## config.mk

```make
export PLATFORM = sky130hd
export DESIGN_NAME = darkbus_arbiter
export DESIGN_NICKNAME = d
export VERILOG_FILES = /design/src/rtl/darkbus_arbiter_pkg.sv /design/src/rtl/darkbus_arbiter_pick.sv /design/src/rtl/darkbus_arbiter.sv
export SDC_FILE = /design/constraint.sdc
export NUM_CORES = 1
export LEC_CHECK = 0
export ABC_CLOCK_PERIOD_IN_PS = 3700
export BUFFER_PORTS_ARGS = -buffer_cell sky130_fd_sc_hd__buf_2
export CORE_MARGIN = 3
export CORE_UTILIZATION = 25
export CTS_BUF_LIST = sky130_fd_sc_hd__clkbuf_2
export CTS_CLUSTER_DIAMETER = 120
export DETAILED_ROUTE_END_ITERATION = 6
export SLEW_MARGIN = 40
export SYNTH_ARGS = -nofsm -noshare
export SYNTH_HDL_FRONTEND = slang
export SYNTH_SLANG_ARGS = --single-unit
```

## constraint.sdc

```tcl
create_clock -name XCLK -period 3.7 [get_ports XCLK]
set_input_delay 0.37 -clock XCLK [delete_from_list [all_inputs] [get_ports XCLK]]
set_output_delay 0.37 -clock XCLK [all_outputs]
set_load 0.02 [all_outputs]
```

## src/rtl/darkbus_arbiter_pkg.sv

```systemverilog
// Shared types and constants for the darkbus two-master arbiter.
package darkbus_pkg;

   typedef enum logic [1:0] {
      IDLE = 2'd0,
      WAIT = 2'd1,
      RESP = 2'd2
   } arb_state_t;

   typedef logic [0:0] owner_t;

   // addi x0,x0,0 -- harmless filler returned when the slave never answers
   localparam logic [31:0] DARK_NOP = 32'h0000_0013;

endpackage

```

## src/rtl/darkbus_arbiter_pick.sv

```systemverilog
// Two-way winner select for darkbus_arbiter.
// Define DARKBUS_ARB_FIXED_PRIO_EN for fixed M0 priority instead of round-robin.
module darkarb_pick
   import darkbus_pkg::*;
(
   input  logic [1:0] req_s,
   input  owner_t     last_s,
   output logic       grant_s,
   output owner_t     winner_s
);

   // Pick the requester that gets the bus this cycle
   always_comb begin
      grant_s  = |req_s;
      winner_s = 1'b0;
`ifdef DARKBUS_ARB_FIXED_PRIO_EN
      if (req_s[0]) begin
         winner_s = 1'b0;
      end else if (req_s[1]) begin
         winner_s = 1'b1;
      end else begin
         winner_s = 1'b0;
      end
`else
      case (req_s)
         2'b01:   winner_s = 1'b0;
         2'b10:   winner_s = 1'b1;
         2'b11:   winner_s = ~last_s;
         default: winner_s = 1'b0;
      endcase
`endif
   end

endmodule

```

## src/rtl/darkbus_arbiter.sv

```systemverilog
// Shares one single-ported darkbus slave between fetch (M0) and load (M1) masters.
// Optional DARKBUS_ARB_FIXED_PRIO_EN selects fixed M0 priority in darkarb_pick.
module darkbus_arbiter
   import darkbus_pkg::*;
#(
   parameter int              AW       = 32,
   parameter int              DW       = 32,
   parameter int              TIMEOUT  = 15,
   parameter logic [DW-1:0]   NOP_WORD = DW'(DARK_NOP)
) (
   input  logic          XCLK,
   input  logic          XRES,
   input  logic          M0_EN,
   input  logic [AW-1:0] M0_ADDR,
   output logic [DW-1:0] M0_DATA,
   output logic          M0_VALID,
   output logic          M0_ERR,
   input  logic          M1_EN,
   input  logic [AW-1:0] M1_ADDR,
   output logic [DW-1:0] M1_DATA,
   output logic          M1_VALID,
   output logic          M1_ERR,
   output logic          S_EN,
   output logic [AW-1:0] S_ADDR,
   input  logic [DW-1:0] S_DATA,
   input  logic          S_VALID,
   output logic          OWNER,
   output logic          BUSY
);

   localparam logic [7:0] TIMEOUT_LAST = 8'(TIMEOUT - 1);

   arb_state_t    state_r,    state_nxt_s;
   owner_t        owner_r,    owner_nxt_s;
   owner_t        last_r,     last_nxt_s;
   logic [7:0]    cnt_r,      cnt_nxt_s;
   logic          s_en_r,     s_en_nxt_s;
   logic [AW-1:0] s_addr_r,   s_addr_nxt_s;
   logic [DW-1:0] m0_data_r,  m0_data_nxt_s;
   logic [DW-1:0] m1_data_r,  m1_data_nxt_s;
   logic          m0_valid_r, m0_valid_nxt_s;
   logic          m1_valid_r, m1_valid_nxt_s;
   logic          m0_err_r,   m0_err_nxt_s;
   logic          m1_err_r,   m1_err_nxt_s;
   logic          busy_r;

   logic          grant_s;
   owner_t        winner_s;
   logic          done_s;
   logic          done_err_s;
   logic [DW-1:0] done_data_s;

   darkarb_pick u_pick (
      .req_s    ({M1_EN, M0_EN}),
      .last_s   (last_r),
      .grant_s  (grant_s),
      .winner_s (winner_s)
   );

   // Next-state logic: grant in IDLE, wait for slave or timeout, one-cycle response
   always_comb begin
      state_nxt_s  = state_r;
      owner_nxt_s  = owner_r;
      last_nxt_s   = last_r;
      cnt_nxt_s    = cnt_r;
      s_en_nxt_s   = 1'b0;
      s_addr_nxt_s = s_addr_r;
      done_s       = 1'b0;
      done_err_s   = 1'b0;
      done_data_s  = S_DATA;
      case (state_r)
         IDLE: begin
            if (grant_s) begin
               state_nxt_s  = WAIT;
               owner_nxt_s  = winner_s;
               last_nxt_s   = winner_s;
               s_addr_nxt_s = (winner_s == 1'b1) ? M1_ADDR : M0_ADDR;
               s_en_nxt_s   = 1'b1;
               cnt_nxt_s    = 8'd0;
            end else begin
               state_nxt_s  = IDLE;
            end
         end
         WAIT: begin
            cnt_nxt_s = cnt_r + 8'd1;
            // A slave answer in the timeout cycle still counts as a real answer
            if (S_VALID) begin
               state_nxt_s = RESP;
               done_s      = 1'b1;
               done_err_s  = 1'b0;
               done_data_s = S_DATA;
            end else if (cnt_r == TIMEOUT_LAST) begin
               state_nxt_s = RESP;
               done_s      = 1'b1;
               done_err_s  = 1'b1;
               done_data_s = NOP_WORD;
            end else begin
               state_nxt_s = WAIT;
            end
         end
         RESP: begin
            state_nxt_s = IDLE;
         end
         default: begin
            state_nxt_s = IDLE;
         end
      endcase
   end

   // Route a completion to the owning port; data of the other port is kept
   always_comb begin
      m0_data_nxt_s  = m0_data_r;
      m1_data_nxt_s  = m1_data_r;
      m0_valid_nxt_s = 1'b0;
      m1_valid_nxt_s = 1'b0;
      m0_err_nxt_s   = 1'b0;
      m1_err_nxt_s   = 1'b0;
      if (done_s && (owner_r == 1'b0)) begin
         m0_data_nxt_s  = done_data_s;
         m0_valid_nxt_s = 1'b1;
         m0_err_nxt_s   = done_err_s;
      end else if (done_s && (owner_r == 1'b1)) begin
         m1_data_nxt_s  = done_data_s;
         m1_valid_nxt_s = 1'b1;
         m1_err_nxt_s   = done_err_s;
      end else begin
         m0_valid_nxt_s = 1'b0;
         m1_valid_nxt_s = 1'b0;
      end
   end

   // State and output registers; LAST resets to 1 so M0 wins the first contention
   always_ff @(posedge XCLK or negedge XRES) begin
      if (!XRES) begin
         state_r    <= IDLE;
         owner_r    <= 1'b0;
         last_r     <= 1'b1;
         cnt_r      <= 8'd0;
         s_en_r     <= 1'b0;
         s_addr_r   <= {AW{1'b0}};
         m0_data_r  <= {DW{1'b0}};
         m1_data_r  <= {DW{1'b0}};
         m0_valid_r <= 1'b0;
         m1_valid_r <= 1'b0;
         m0_err_r   <= 1'b0;
         m1_err_r   <= 1'b0;
         busy_r     <= 1'b0;
      end else begin
         state_r    <= state_nxt_s;
         owner_r    <= owner_nxt_s;
         last_r     <= last_nxt_s;
         cnt_r      <= cnt_nxt_s;
         s_en_r     <= s_en_nxt_s;
         s_addr_r   <= s_addr_nxt_s;
         m0_data_r  <= m0_data_nxt_s;
         m1_data_r  <= m1_data_nxt_s;
         m0_valid_r <= m0_valid_nxt_s;
         m1_valid_r <= m1_valid_nxt_s;
         m0_err_r   <= m0_err_nxt_s;
         m1_err_r   <= m1_err_nxt_s;
         busy_r     <= (state_nxt_s != IDLE);
      end
   end

   assign M0_DATA  = m0_data_r;
   assign M0_VALID = m0_valid_r;
   assign M0_ERR   = m0_err_r;
   assign M1_DATA  = m1_data_r;
   assign M1_VALID = m1_valid_r;
   assign M1_ERR   = m1_err_r;
   assign S_EN     = s_en_r;
   assign S_ADDR   = s_addr_r;
   assign OWNER    = owner_r;
   assign BUSY     = busy_r;

endmodule
```

# After elaboration in Yosys (flattened, before gate mapping)
# Index checks and enable logic that the tools add are counted.
# op_classes
n_bitwise	3
eq_ne	5
n_addsub	1
muxes	24
n_reduce_logical	9
# op_table
cell	count
$mux W32	4
$pmux W8 S2	1
$mux W1	14
$add A8 B1 Y8 const B	1
$eq A8 B4 Y1 const B	1
$mux W8	1
$reduce_and A2 Y1	3
$eq A2 B2 Y1 const B	2
$mux W2	2
$pmux W2 S2	1
$reduce_bool A2 Y1	2
$not A1 Y1	3
$eq A2 B1 Y1 const B	1
$logic_and A1 B1 Y1	2
$logic_not A2 Y1	1
$ne A2 B2 Y1 const B	1
$pmux W1 S2	1
$reduce_or A2 Y1	1
# word_totals
reg_bits	114
out_inout_bits	103
in_bits	101

# Longest topological paths before layout
# depth
depth_word	7
mapped_depth	8
depth_no_buf	7

# Modules after synthesis
# A second synthesis with hierarchy kept.
# unflattened
hier_cells	439
area_unflattened_um2	5067.4
# by_module_without_submodules
module	instances	cells_each	area_per_inst_um2	seq_area_each_um2
darkbus_arbiter	1	437	5053.6	2854.0
darkarb_pick	1	2	13.8	0.0

# Least setup slack after synthesis
# No wires, ideal clock.
# synth_timing
path_type	flip-flop to flip-flop
startpoint	register cnt_r[0]
endpoint	register m0_data_r[28], in the netlist M0_DATA[28]
slack_ns	2.113
stages_incl_launch_ff	8
t_arrival_ns	1.466
t_required_ns	3.579
setup_ns	0.121
path_cell_list	dfrtp_1 > inv_1 > ha_1 > nand4b_2 > nor4_4 > o21ai_2 > buf_6 > a22o_1
# synth_via
elab_chain_cells	5
word_cells_on_any_way	8
classes_between	eq/ne (1); mux (6); reduce/logical (1)
# synth_rtl
element	line_no	rtl
start, declared	darkbus_arbiter.sv:36	logic [7:0] cnt_r, cnt_nxt_s;
start signal, assigned	darkbus_arbiter.sv:152	cnt_r <= cnt_nxt_s;
$eq A8 B4 Y1 *	darkbus_arbiter.sv:92	end else if (cnt_r == TIMEOUT_LAST) begin
$mux W1	darkbus_arbiter.sv:92	
$mux W1	darkbus_arbiter.sv:87	if (S_VALID) begin
$mux W1	darkbus_arbiter.sv:71	case (state_r)
$logic_and A1 B1 Y1	darkbus_arbiter.sv:118	if (done_s && (owner_r == 1'b0)) begin
end signal, assigned	darkbus_arbiter.sv:141	m0_data_r <= {DW{1'b0}};
end signal, assigned	darkbus_arbiter.sv:155	m0_data_r <= m0_data_nxt_s;
end, declared	darkbus_arbiter.sv:39	logic [DW-1:0] m0_data_r, m0_data_nxt_s;
# Mark *: on every way between the ends. The rest lies on a longest branch, timed or not.
# A chain may end at the register's enable or synchronous reset.

# Worst setup path in the final report
# layout_timing
startpoint	input M0_EN
endpoint	register s_addr_r[2], in the netlist S_ADDR[2]
# layout_via
elab_chain_cells	3
word_cells_on_any_way	6
classes_between	eq/ne (2); mux (2); reduce/logical (2)
# layout_rtl
element	line_no	rtl
start, declared	darkbus_arbiter.sv:13	input logic M0_EN,
$eq A2 B2 Y1	darkbus_arbiter_pick.sv:25	case (req_s)
$pmux W1 S2	darkbus_arbiter_pick.sv:25	
$mux W32	darkbus_arbiter.sv:77	s_addr_nxt_s = (winner_s == 1'b1) ? M1_ADDR : M0_ADDR;
end signal, assigned	darkbus_arbiter.sv:140	s_addr_r <= {AW{1'b0}};
end signal, assigned	darkbus_arbiter.sv:154	s_addr_r <= s_addr_nxt_s;
end, declared	darkbus_arbiter.sv:38	logic [AW-1:0] s_addr_r, s_addr_nxt_s;
# Parallel ways exist; a longest one is shown, timed or not.

==> run metrics <==
Synth Instances=about 360; ant diodes=0; Slew HR=about three fifths; final core utilization=about two fifths; Reg clk slew, reported paths=0.17 ns; grt met3 use=5.39%; final slew viol count=0; Initial Util=25.9%; hold crit path type=in -> reg; cell family with most CP delay=buffers and inverters; post-synth top area share=62.2%; startpoint types=input port; TritonRoute pass-1 iters=4; Clock Skew=0.0245 ns; Final ANT Viol Nets=0; fraction of layout cells with a size suffix above 1=approximately 37%; Avg Cell Area, Syn=12.7 um^2; Vias per Instance=4.61; DRC=0; Flop pwr share=40.0%; Slew @ Worst Pin=a little over 0.6 ns; CTS root buffer=clkbuf_2; CP max-delay cell=dlygate4sd3_1; cell area after synthesis=~4500 um^2; footprint of the multi-input gates=1530 um^2; GRT met2 Usage=23.1%; die area=19800 um^2; Power Density=around 760 nW/um^2; H-tree depth=4; initial antenna violation count=0; largest net degree at the start of global routing=115; NetSw=2.29 mW; fillcell total=roughly 1600; main area contributors after synthesis=dfrtp_1, a22o_1, mux2i_1; max-cap check violation count=0; maximum fanout along the worst path=20; CP arrival=2.92 ns; clk_lat worst skew=0.64 ns; status=finished, final reports clean; first-pass GRT wire length=22000 um; most frequent cell on the critical path=dlygate4sd3_1; Synth cell types=34; max frequency=415 MHz; TritonCTS clock tree=done; global placement routability congestion=0.825; Register Area=2850 um^2; cell breakdown of the critical path=dlygate4sd3_1, buf_2, a21boi_4, buf_4, mux2i_1, dlygate4sd3_1, o21ai_0; I/O Buffers=roughly 200; I/O Pins=between 200 and 250; gr busiest metal=met2; Ys Warns=0; post-DR wirelength/cell=15.3 um; vias in the first global route=4333; peak per-stage delay on the critical path=0.56 ns; Int Pwr=3.00 mW; Die Y=141 um; GRT Residual Overflow=0; RSZ-0062 raised after global routing=no; Sw Share=a little over two fifths; clk sink count=around 110; final critical-path share of the clock period=65.2%; number of CTS-inserted buffers=17; Nets=764; Final Hold Viols=0; largest area contributor in the netlist=dfrtp_1; Final setup viols=0; Period minus WS final=between 2 and 2.5 ns; Starting DRT DRC Count=approximately 150; Post-Route WL=13700 um; Setup TNS=0 ns; Leak=about 3.5 nW; Rows=between 40 and 50; post-CTS setup buffers=0; Die X=141 um; DPL Wire Length=8650 um; M1 GR Usage=16.6%; Tot GR Track Use=14.0%; Post-Syn Nets=461; data required time of the critical path=approximately 4.2 ns; Worst Path Buf+Inv=4; critical path capture point type=flop; Comb pwr share=46.0%; core region area=17500 um^2; Seq cells post-synth=114; clock tree buffer depth=2; part of the power in the clock network=13.9%; peak supply drop=0.000361 V; via count=~4100; area delta synth->final=53.4%; Crit Path Category=in -> reg; sequential share of the synthesized area=62.8%
-- per-stage QoR --
step	instance area (um^2)	std cells	total power, mW	setup WS (ns)	hold WS (ns)
3_5_place_dp	5760	767	4.44	1.73	0.467
4_1_cts	6970	899	5.34	1.37	0.0377
3_3_place_gp	5760	767	4.39	1.60	0.462
6_report	6970	899	5.29	1.29	0.174
5_1_grt	6970	899	5.68	1.16	0.0529
2_1_floorplan	4540	358	3.60	2.11	0.0744
-- synth_stat cells (all sizes together) --
cell type	instances
dfrtp	113
a22o	59
nand2	41
o21ai	39
mux2i	33
buf	18
clkbuf	7
nor2	7
o22a	6
inv	5
nand3	5
and3	4
a21oi	2
a31oi	2
ha	2
o31ai	2
a21boi	1
a41oi	1
and2	1
dfstp	1
nand2b	1
nand4	1
nand4b	1
nor2b	1
nor3	1
nor4	1
o211ai	1
o41a	1
xor2	1
-- power by group through the flow --
| stage | clock, mW | combinational [mW] | sequential (mW) |
|---|---|---|---|
| 3_3_place_gp | 0 | 2.26 | 2.13 |
| 3_5_place_dp | 0 | 2.31 | 2.13 |
| 4_1_cts | 0.787 | 2.44 | 2.11 |
| 5_1_grt | 0.854 | 2.64 | 2.18 |
| 2_1_floorplan | 0 | 0.868 | 2.73 |
| 6_report | 0.737 | 2.44 | 2.12 |
-- cell type report --
type | count | share of cell area, %
clock buffer | 18 | 1.29
clock inverter | 14 | 1.63
inverter | 5 | 0.269
multi-input combinational | 214 | 22.0
sequential | 114 | 41.0
tap | 225 | 4.04
timing repair buffer | 309 | 29.8
-- worst paths after layout --
check | from | endpoint | slack, ns | depth (start not counted)
setup / recovery | M0_EN | S_ADDR[2]$_DFFE_PN0N_ | 1.29 | 7
hold / removal | M1_EN | state_r[0]$_DFF_PN0_ | 0.17 | 3
setup reg to reg | last_r$_DFFE_PN1N_ | S_ADDR[2]$_DFFE_PN0N_ | 1.32 | 5
hold reg to reg | S_ADDR[16]$_DFFE_PN0N_ | S_ADDR[16]$_DFFE_PN0N_ | 0.51 | 2
max in group asynchronous | XRES | last_r$_DFFE_PN1N_ | 2.90 | 3
min in group asynchronous | XRES | M1_DATA[17]$_DFFE_PN0P_ | 0.32 | 3
-- metal layers --
| layer | vias to the layer above | wire length (um) | share of wire, % |
|---|---|---|---|
| li1 | 1919 | - | - |
| met1 | 1979 | 5850 | 43 |
| met2 | 228 | 6450 | 47 |
| met3 | 15 | 1260 | 9.2 |
| met4 | 0 | 176 | 1.3 |
| met5 | - | 0 | 0 |
-- what timing repair did --
action / 4_1_cts / 5_1_grt
hold buffers: 100 / 0
endpoints found under the hold margin: 212 / 0
resized for setup: 0 / 0
-- cells in the final DEF (no fill, tap or decap), types with 2 or more instances in the layout --
cell           Yosys  layout
clkbuf_2           0      18
a31oi_1            2       2
o22a_1             6       6
buf_4              5       6
inv_6              0       2
dlygate4sd3_1      0     100
clkinv_1           0       3
clkinv_2           0       2
nor2_1             7       7
nand3_1            5       5
inv_1              3       3
inv_2              2       2
and3_1             4       3
dfrtp_1          113     113
buf_2              7     202
clkinvlp_4         0       6
ha_1               2       2
a21oi_1            2       2
o21ai_2            2       2
o31ai_1            2       2
nand2_1           41      41
o21ai_0           36      36
mux2i_1           33      33
a22o_1            59      59
-- logic make-up after synthesis --
family	synth area share [%]
AO/OA/AOI/OAI	18.6
XOR/XNOR	0.193
adder cells (fa/ha/maj)	0.551
buffers and inverters	4.07
flip-flops	62.8
multiplexers	7.27
AND/OR/NAND/NOR	6.53
-- worst min-delay path, stage by stage --
cell	delay [ns]
buf_2	0.14
o21ai_4	0.15
o31ai_1	0.10
-- state kept, by name (all words and copies together), names as in the netlist, 2 cells and up --
register / count
state_r: 2
cnt_r: 8
M0_DATA: 32
M1_DATA: 32
S_ADDR: 32
No activity file was read; power rests on OpenSTA's default activity.
